### config.mk
export PLATFORM = sky130hd
export DESIGN_NAME = alu_bank
export DESIGN_NICKNAME = d
export VERILOG_FILES = /design/src/rtl/alu_pkg.sv /design/src/rtl/alu_muldiv.sv /design/src/rtl/alu_bank.sv
export SDC_FILE = /design/constraint.sdc
export NUM_CORES = 1
export LEC_CHECK = 0
export CORE_UTILIZATION = 44
export DETAILED_ROUTE_END_ITERATION = 8
export SKIP_LAST_GASP = 1
export SLEW_MARGIN = 20
export SYNTH_ARGS = -nofsm -noshare
export SYNTH_HDL_FRONTEND = slang
export SYNTH_SLANG_ARGS = --single-unit
### constraint.sdc
create_clock -name clk -period 3.55 [get_ports clk]
set_clock_uncertainty 0.15 [all_clocks]
set_input_delay 0.5325 -clock clk [delete_from_list [all_inputs] [get_ports clk]]
set_output_delay 0.5325 -clock clk [all_outputs]
set_load 0.005 [all_outputs]
### src/rtl/alu_pkg.sv
// Shared opcode map, status bit positions and FSM encoding for the accumulator bank.
package alu_pkg;

  localparam logic [3:0] OP_NOP    = 4'h0;
  localparam logic [3:0] OP_LOAD   = 4'h1;
  localparam logic [3:0] OP_ADD    = 4'h2;
  localparam logic [3:0] OP_SUB    = 4'h3;
  localparam logic [3:0] OP_ZERO   = 4'h4;
  localparam logic [3:0] OP_ONE    = 4'h5;
  localparam logic [3:0] OP_XOR    = 4'h6;
  localparam logic [3:0] OP_NOT    = 4'h7;
  localparam logic [3:0] OP_SHL    = 4'h8;
  localparam logic [3:0] OP_SHR    = 4'h9;
  localparam logic [3:0] OP_AND    = 4'hA;
  localparam logic [3:0] OP_OR     = 4'hB;
  localparam logic [3:0] OP_MUL    = 4'hC;
  localparam logic [3:0] OP_DIV    = 4'hD;
  localparam logic [3:0] OP_MOD    = 4'hE;
  localparam logic [3:0] OP_STATUS = 4'hF;

  localparam int unsigned ST_Z  = 0;
  localparam int unsigned ST_N  = 1;
  localparam int unsigned ST_C  = 2;
  localparam int unsigned ST_DZ = 3;

  typedef enum logic {S_IDLE, S_ITER} state_e;

  function automatic logic [3:0] mk_status(input logic z, input logic n,
                                           input logic c, input logic dz);
    mk_status        = '0;
    mk_status[ST_Z]  = z;
    mk_status[ST_N]  = n;
    mk_status[ST_C]  = c;
    mk_status[ST_DZ] = dz;
  endfunction

endpackage

### src/rtl/alu_muldiv.sv
// Iterative shift-add multiplier / restoring divider sharing one hi/lo register pair.
module alu_muldiv #(
  parameter int unsigned WIDTH = 8
) (
  input  logic             clk,
  input  logic             rst_n,
  input  logic             start,
  input  logic             mode,
  input  logic [WIDTH-1:0] a,
  input  logic [WIDTH-1:0] b,
  output logic [WIDTH-1:0] product_lo,
  output logic [WIDTH-1:0] product_hi,
  output logic [WIDTH-1:0] quotient,
  output logic [WIDTH-1:0] remainder,
  output logic             done
);

  localparam int unsigned CW = $clog2(WIDTH);

  logic [WIDTH-1:0] hi_q, hi_d, lo_q, lo_d, b_q, b_d;
  logic             mode_q, mode_d, run_q, run_d;
  logic [CW-1:0]    cnt_q, cnt_d;

  logic [WIDTH:0]   mul_sum, r_shift, trial;
  logic             ge;
  logic [WIDTH-1:0] hi_step, lo_step;

  // mode 0: hi accumulates partial product, lo holds multiplier.
  // mode 1: hi is the partial remainder, lo shifts dividend out and quotient in.
  always_comb begin
    mul_sum = {1'b0, hi_q} + (lo_q[0] ? {1'b0, b_q} : '0);
    r_shift = {hi_q, lo_q[WIDTH-1]};
    trial   = r_shift - {1'b0, b_q};
    ge      = (r_shift >= {1'b0, b_q});
    if (mode_q) begin
      hi_step = ge ? trial[WIDTH-1:0] : r_shift[WIDTH-1:0];
      lo_step = {lo_q[WIDTH-2:0], ge};
    end else begin
      hi_step = mul_sum[WIDTH:1];
      lo_step = {mul_sum[0], lo_q[WIDTH-1:1]};
    end
  end

  always_comb begin
    hi_d   = hi_q;
    lo_d   = lo_q;
    b_d    = b_q;
    mode_d = mode_q;
    run_d  = run_q;
    cnt_d  = cnt_q;
    if (start) begin
      hi_d   = '0;
      lo_d   = a;
      b_d    = b;
      mode_d = mode;
      run_d  = 1'b1;
      cnt_d  = CW'(WIDTH - 1);
    end else if (run_q) begin
      hi_d = hi_step;
      lo_d = lo_step;
      if (cnt_q == '0) run_d = 1'b0;
      else             cnt_d = cnt_q - 1'b1;
    end
  end

  always_ff @(posedge clk or negedge rst_n) begin
    if (!rst_n) begin
      hi_q   <= '0;
      lo_q   <= '0;
      b_q    <= '0;
      mode_q <= 1'b0;
      run_q  <= 1'b0;
      cnt_q  <= '0;
    end else begin
      hi_q   <= hi_d;
      lo_q   <= lo_d;
      b_q    <= b_d;
      mode_q <= mode_d;
      run_q  <= run_d;
      cnt_q  <= cnt_d;
    end
  end

  // Results are the outcome of the step in flight, so the owner can write back
  // on the same edge as the final iteration.
  assign product_lo = lo_step;
  assign product_hi = hi_step;
  assign quotient   = lo_step;
  assign remainder  = hi_step;
  assign done       = run_q && (cnt_q == '0);

endmodule

### src/rtl/alu_bank.sv
// Bank of NUM_ACC accumulators with per-accumulator status and a valid/ready op port.
module alu_bank
  import alu_pkg::*;
#(
  parameter int unsigned WIDTH   = 8,
  parameter int unsigned NUM_ACC = 4,
  localparam int unsigned ACC_W  = (NUM_ACC > 1) ? $clog2(NUM_ACC) : 1
) (
  input  logic             clk,
  input  logic             rst_n,
  input  logic             op_valid,
  output logic             op_ready,
  input  logic [3:0]       opcode,
  input  logic [ACC_W-1:0] acc_sel,
  input  logic [WIDTH-1:0] data_in,
  output logic [WIDTH-1:0] data_out,
  output logic             done,
  output logic             busy
);

  localparam logic [WIDTH-1:0] WIDTH_D = WIDTH'(WIDTH);

  logic [WIDTH-1:0] acc_q [NUM_ACC];
  logic [WIDTH-1:0] acc_d [NUM_ACC];
  logic [3:0]       st_q  [NUM_ACC];
  logic [3:0]       st_d  [NUM_ACC];

  state_e           state_q, state_d;
  logic [ACC_W-1:0] sel_q, sel_d;
  logic             show_st_q, show_st_d;
  logic [3:0]       iop_q, iop_d;
  logic             dz_q, dz_d;
  logic             done_q, done_d;

  logic [WIDTH-1:0] a_op, alu_res, wr_res;
  logic             alu_c, wr_en, wr_c, wr_dz, md_start, md_done;
  logic [WIDTH-1:0] md_plo, md_phi, md_quo, md_rem;

  alu_muldiv #(.WIDTH(WIDTH)) u_muldiv (
    .clk        (clk),
    .rst_n      (rst_n),
    .start      (md_start),
    .mode       (opcode != OP_MUL),
    .a          (a_op),
    .b          (data_in),
    .product_lo (md_plo),
    .product_hi (md_phi),
    .quotient   (md_quo),
    .remainder  (md_rem),
    .done       (md_done)
  );

  always_comb begin
    a_op    = acc_q[acc_sel];
    alu_res = '0;
    alu_c   = 1'b0;
    case (opcode)
      OP_LOAD: alu_res = data_in;
      OP_ADD:  {alu_c, alu_res} = {1'b0, a_op} + {1'b0, data_in};
      OP_SUB:  {alu_c, alu_res} = {1'b0, a_op} - {1'b0, data_in};
      OP_ONE:  alu_res = WIDTH'(1);
      OP_XOR:  alu_res = a_op ^ data_in;
      OP_NOT:  alu_res = ~a_op;
      OP_AND:  alu_res = a_op & data_in;
      OP_OR:   alu_res = a_op | data_in;
      // One guard bit catches the last bit shifted out; beyond WIDTH it is lost.
      OP_SHL:  if (data_in <= WIDTH_D) {alu_c, alu_res} = {1'b0, a_op} << data_in;
      OP_SHR:  if (data_in <= WIDTH_D) {alu_res, alu_c} = {a_op, 1'b0} >> data_in;
      default: ;
    endcase
  end

  always_comb begin
    state_d   = state_q;
    sel_d     = sel_q;
    show_st_d = show_st_q;
    iop_d     = iop_q;
    dz_d      = dz_q;
    done_d    = 1'b0;
    acc_d     = acc_q;
    st_d      = st_q;
    md_start  = 1'b0;
    wr_en     = 1'b0;
    wr_res    = '0;
    wr_c      = 1'b0;
    wr_dz     = 1'b0;
    case (state_q)
      S_IDLE: if (op_valid) begin
        sel_d     = acc_sel;
        show_st_d = (opcode == OP_STATUS);
        case (opcode)
          OP_MUL, OP_DIV, OP_MOD: begin
            md_start = 1'b1;
            iop_d    = opcode;
            dz_d     = (data_in == '0);
            state_d  = S_ITER;
          end
          OP_NOP, OP_STATUS: ;
          default: begin
            wr_en  = 1'b1;
            wr_res = alu_res;
            wr_c   = alu_c;
          end
        endcase
      end
      S_ITER: if (md_done) begin
        wr_en   = 1'b1;
        state_d = S_IDLE;
        wr_dz   = dz_q && (iop_q != OP_MUL);
        case (iop_q)
          OP_MUL:  begin wr_res = md_plo; wr_c = |md_phi; end
          OP_DIV:  begin wr_res = md_quo; wr_c = |md_rem; end
          default: begin wr_res = md_rem; wr_c = |md_quo; end
        endcase
      end
      default: state_d = S_IDLE;
    endcase
    if (wr_en) begin
      done_d       = 1'b1;
      acc_d[sel_d] = wr_res;
      st_d[sel_d]  = mk_status(wr_res == '0, wr_res[WIDTH-1], wr_c, wr_dz);
    end
  end

  always_ff @(posedge clk or negedge rst_n) begin
    if (!rst_n) begin
      for (int unsigned i = 0; i < NUM_ACC; i++) begin
        acc_q[i] <= '0;
        st_q[i]  <= '0;
      end
      state_q   <= S_IDLE;
      sel_q     <= '0;
      show_st_q <= 1'b0;
      iop_q     <= OP_NOP;
      dz_q      <= 1'b0;
      done_q    <= 1'b0;
    end else begin
      acc_q     <= acc_d;
      st_q      <= st_d;
      state_q   <= state_d;
      sel_q     <= sel_d;
      show_st_q <= show_st_d;
      iop_q     <= iop_d;
      dz_q      <= dz_d;
      done_q    <= done_d;
    end
  end

  assign op_ready = (state_q == S_IDLE);
  assign busy     = ~op_ready;
  assign done     = done_q;
  assign data_out = show_st_q ? WIDTH'(st_q[sel_q]) : acc_q[sel_q];

endmodule

==> flow_metrics.py <==
metrics = {
    "floorplan": {
        "start_util_pct": 44.94,
        "fp.dieArea_um2": 18890,
        "rows": 49,
        "io_pins": 28,
        "coreArea_um2": 17960,
        "die_w_um": 137.5,
        "chipHeight_um": 137.5,
    },
    "timing": {
        "fmax_mhz": 284.3,
        "hold_viol": 0,
        "rsz0062_at_grt": "yes",
        "relSlewSlack_pct": 50.43,
        "setup_viol": 0,
        "period_minus_slack_ns": 3.517,
        "worst_pin_slew_ns": 0.7436,
        "slew_violations": 0,
        "post-route-period-util_pct": 99.07,
    },
    "synth": {
        "synth-seq-area-share_pct": 25.73,
        "synthTopCellsByArea": "dfrtp_1 26%, ha_1 7.3%, nand2_1 5.7%, mux4_2 5.6%, mux2i_1 4.7%",
        "synth_top_area_share_pct": 25.73,
        "postSynthAreaPerCell_um2": 8.357,
        "ys_types": 83,
        "synth_flop_cell": "dfrtp_1",
        "synth-seq-cells": 83,
        "syn_inst": 966,
        "synth_area_um2": 8073,
        "synthArstFlopShare_pct": 100.0,
        "synth_edf_count": 0,
        "yosysTopAreaCell": "dfrtp_1",
        "yosysWarnings": 0,
        "synth_nets": 1034,
    },
    "critical_path": {
        "cpMaxStageDelayCell": "a211o_1",
        "cp_common_cell": "buf_4",
        "crit_chain": "buf_2, buf_12, mux2i_1, buf_4, mux2_4, ha_4, buf_4, a221oi_4, buf_4, a311oi_2, xnor2_1, o211ai_1, a211o_1, or2_4, o41ai_2",
        "cp.arrival_ns": 3.64,
        "critPathMaxStageDelay_ns": 0.34,
        "path_max_fanout": 8,
        "required_ns": 3.67,
        "cp-end-kind": "register",
        "worst-setup-path-type": "in2reg",
        "worstSetupStartpointType": "input port",
    },
    "place": {
        "place_hpwl_um": 22050,
        "place_area_um2": 9814,
        "io_buffers": 27,
        "place_inst": 1336,
        "routabilityCongestion": 0.9587,
    },
    "power": {
        "p_sw_mw": 4.001,
        "internal_power_mw": 4.746,
        "power_frac_clock_pct": 11.8,
        "seqPwrFrac_pct": 20.3,
        "leakagePower_nw": 4.638,
        "power.total_mw": 8.748,
        "power.density_nw_per_um2": 834.5,
        "peakVddDrop_mv": 0.6907,
        "p_comb_share_pct": 68.0,
        "swShare_pct": 45.74,
    },
    "grt": {
        "grt_pass1_vias": 8085,
        "grt_usage_pct": 31.77,
        "grt_pass1_wl_um": 45110,
        "grt_overflow": 0,
        "grt_max_degree": 55,
        "antenna_found_initial": 0,
    },
    "cts": {
        "cts_root_buffer": "clkbuf_16",
        "clk_path_buf_depth": 2,
        "cts_sinks": 83,
        "clk_pin_slew_ns": 0.08,
        "cts_buffers": 9,
        "clkLatencyLatePin_ns": 0.36,
        "cts_tree": "built",
        "htree_levels": 3,
    },
    "finish": {
        "diodes": 0,
        "finalNonFillerCells": 1367,
        "area_growth_pct": 29.85,
        "drive_gt1_share_pct": 26.89,
        "stdcell_area_um2": 10480,
        "fin_nets": 1201,
    },
    "drt": {
        "drc": 0,
        "drt_iter0_drc": 731,
        "vias_per_cell": 6.091,
        "vias": 8327,
        "ant_nets": 0,
        "firstDrtPassIters": 7,
        "finalWirelength_um": 28780,
        "wl_per_cell_um": 21.05,
    },
    "flow_run": {
        "maxCapViolCount": 0,
    },
    "min_path": {
        "hold_class": "in2async",
    },
    "status": {
        "status": "finished, final reports clean",
    },
}
logic make-up after synthesis:
family / share of synthesized area (%)
AND/OR/NAND/NOR: 23.65
flip-flops: 25.73
buffers and inverters: 5.456
XOR/XNOR: 1.736
multiplexers: 13.81
AO/OA/AOI/OAI: 21.34
adder cells (fa/ha/maj): 8.276
routing by layer:
metal,share of wire [%],vias to the layer above,routed length (µm),GRT usage [%]
met1,43,3953,12510,43.11
met3,7.8,76,2253,5.151
li1,-,3923,-,-
met5,0,-,0,0
met4,4.1,0,1185,14.22
met2,45,375,12830,49.47
stage by stage:
stage | TNS (ns) | utilization (%) | worst slack [ns] | hold WS, ns
3_5_place_dp | -17.53 | 54.64 | -0.8199 | 0.3166
5_1_grt | -0.3891 | 58.35 | -0.08120 | 0.1321
2_1_floorplan | -0.1018 | - | -0.03396 | 0.08691
4_1_cts | 0 | 57.25 | 0.007075 | 0.09567
6_report | 0 | 58.35 | 0.03296 | 0.06303
3_3_place_gp | -15.67 | 54.64 | -0.6846 | 0.3153
power by group through the flow:
stage	clock, mW	sequential (mW)	combinational [mW]
global route	1.07	1.82	6.46
detailed placement	0	1.77	5.55
floorplan	0	1.62	3.54
finish	1.03	1.77	5.95
global placement	0	1.77	5.53
CTS	1.05	1.76	5.71
Yosys cell counts (5+ instances only):
master and count:
a211o_1 7, a211oi_1 12, a21oi_1 39, a221oi_1 5
a22oi_1 12, a31oi_1 17, and2_1 15, and3_1 11
buf_1 5, buf_2 10, clkbuf_1 42, dfrtp_1 83
ha_1 47, inv_1 41, inv_2 5, mux2_2 21
mux2i_1 38, mux4_2 20, nand2_1 123, nand2b_1 18
nand3_1 23, nand3b_1 7, nand4_1 8, nor2_1 73
nor2b_1 17, nor3_1 37, nor3b_1 5, nor4_1 9
o211ai_1 18, o21ai_0 47, o21ai_1 7, o22ai_1 8
o31ai_1 7, or3_1 8, xnor2_1 9, xor2_1 7
repair_timing:
action | CTS | global route
buffers inserted | 5 | 10
endpoints found under the setup margin | 24 | 12
cloned | 0 | 0
gates resized for setup | 29 | 28
hold endpoints to repair | 0 | 0
hold buffers | 0 | 0
pin swaps | 23 | 16
final timing paths:
| path | from | depth (start not counted) | to | slack [ns] |
|---|---|---|---|---|
| max | acc_sel[1] | 15 | st_q[0] | 0.03 |
| min | rst_n | 1 | u_muldiv.b_q[6] | 0.06 |
| max reg2reg | acc_q[24] | 15 | st_q[8] | 0.06 |
| min reg2reg | st_q[11] | 2 | st_q[11] | 0.33 |
| max in group asynchronous | rst_n | 2 | acc_q[4] | 2.44 |
| min in group clk | st_q[11] | 2 | st_q[11] | 0.33 |
state kept, by name, indices dropped and copies added (netlist names):
name	flops
acc_q	28
st_q	16
u_muldiv.b_q	8
u_muldiv.hi_q	8
u_muldiv.lo_q	8
iop_q	4
u_muldiv.cnt_q	3
sel_q	2
busy	1
done	1
dz_q	1
show_st_q	1
u_muldiv.mode_q	1
u_muldiv.run_q	1
worst max-delay path, delay by kind of cell:
| family | cells | cell delay [ns] |
|---|---|---|
| and+or+nand+nor | 1 | 0.30 |
| buffers and inverters | 5 | 0.73 |
| muxes | 2 | 0.43 |
| xor gates and xnor gates | 1 | 0.17 |
| adders and majority gates | 1 | 0.25 |
| AOI/OAI and AO/OA | 5 | 1.19 |
layout by cell type, fill, tap and decap left out, types with 8 or more instances in the layout:
cell,synthesis,layout
a211oi_1,12,10
a21oi_1,39,36
a22oi_1,12,12
a31oi_1,17,16
and2_1,15,15
and3_1,11,10
buf_4,1,179
clkbuf_16,0,9
clkdlybuf4s50_1,0,23
dfrtp_1,83,83
ha_1,47,38
inv_1,41,40
mux2_2,21,17
mux2i_1,38,34
mux4_2,20,20
nand2_1,123,123
nand2b_1,18,17
nand3_1,23,23
nand4_1,8,8
nor2_1,73,70
nor2b_1,17,17
nor3_1,37,36
nor4_1,9,9
o211ai_1,18,18
o21ai_0,47,46
o22ai_1,8,8
or3_1,8,8
xnor2_1,9,9
layout make-up:
| type | count | area [µm²] |
|---|---|---|
| Tap cell | 229 | 286.5 |
| Fill cell | 1567 | 7481 |
| Clock buffer | 9 | 225.2 |
| Sequential cell | 83 | 2077 |
| Clock inverter | 7 | 88.84 |
| Timing Repair Buffer | 216 | 1789 |
| Inverter | 49 | 185.2 |
| Multi-Input combinational cell | 774 | 5831 |
Power figures use the tool's default switching activity.
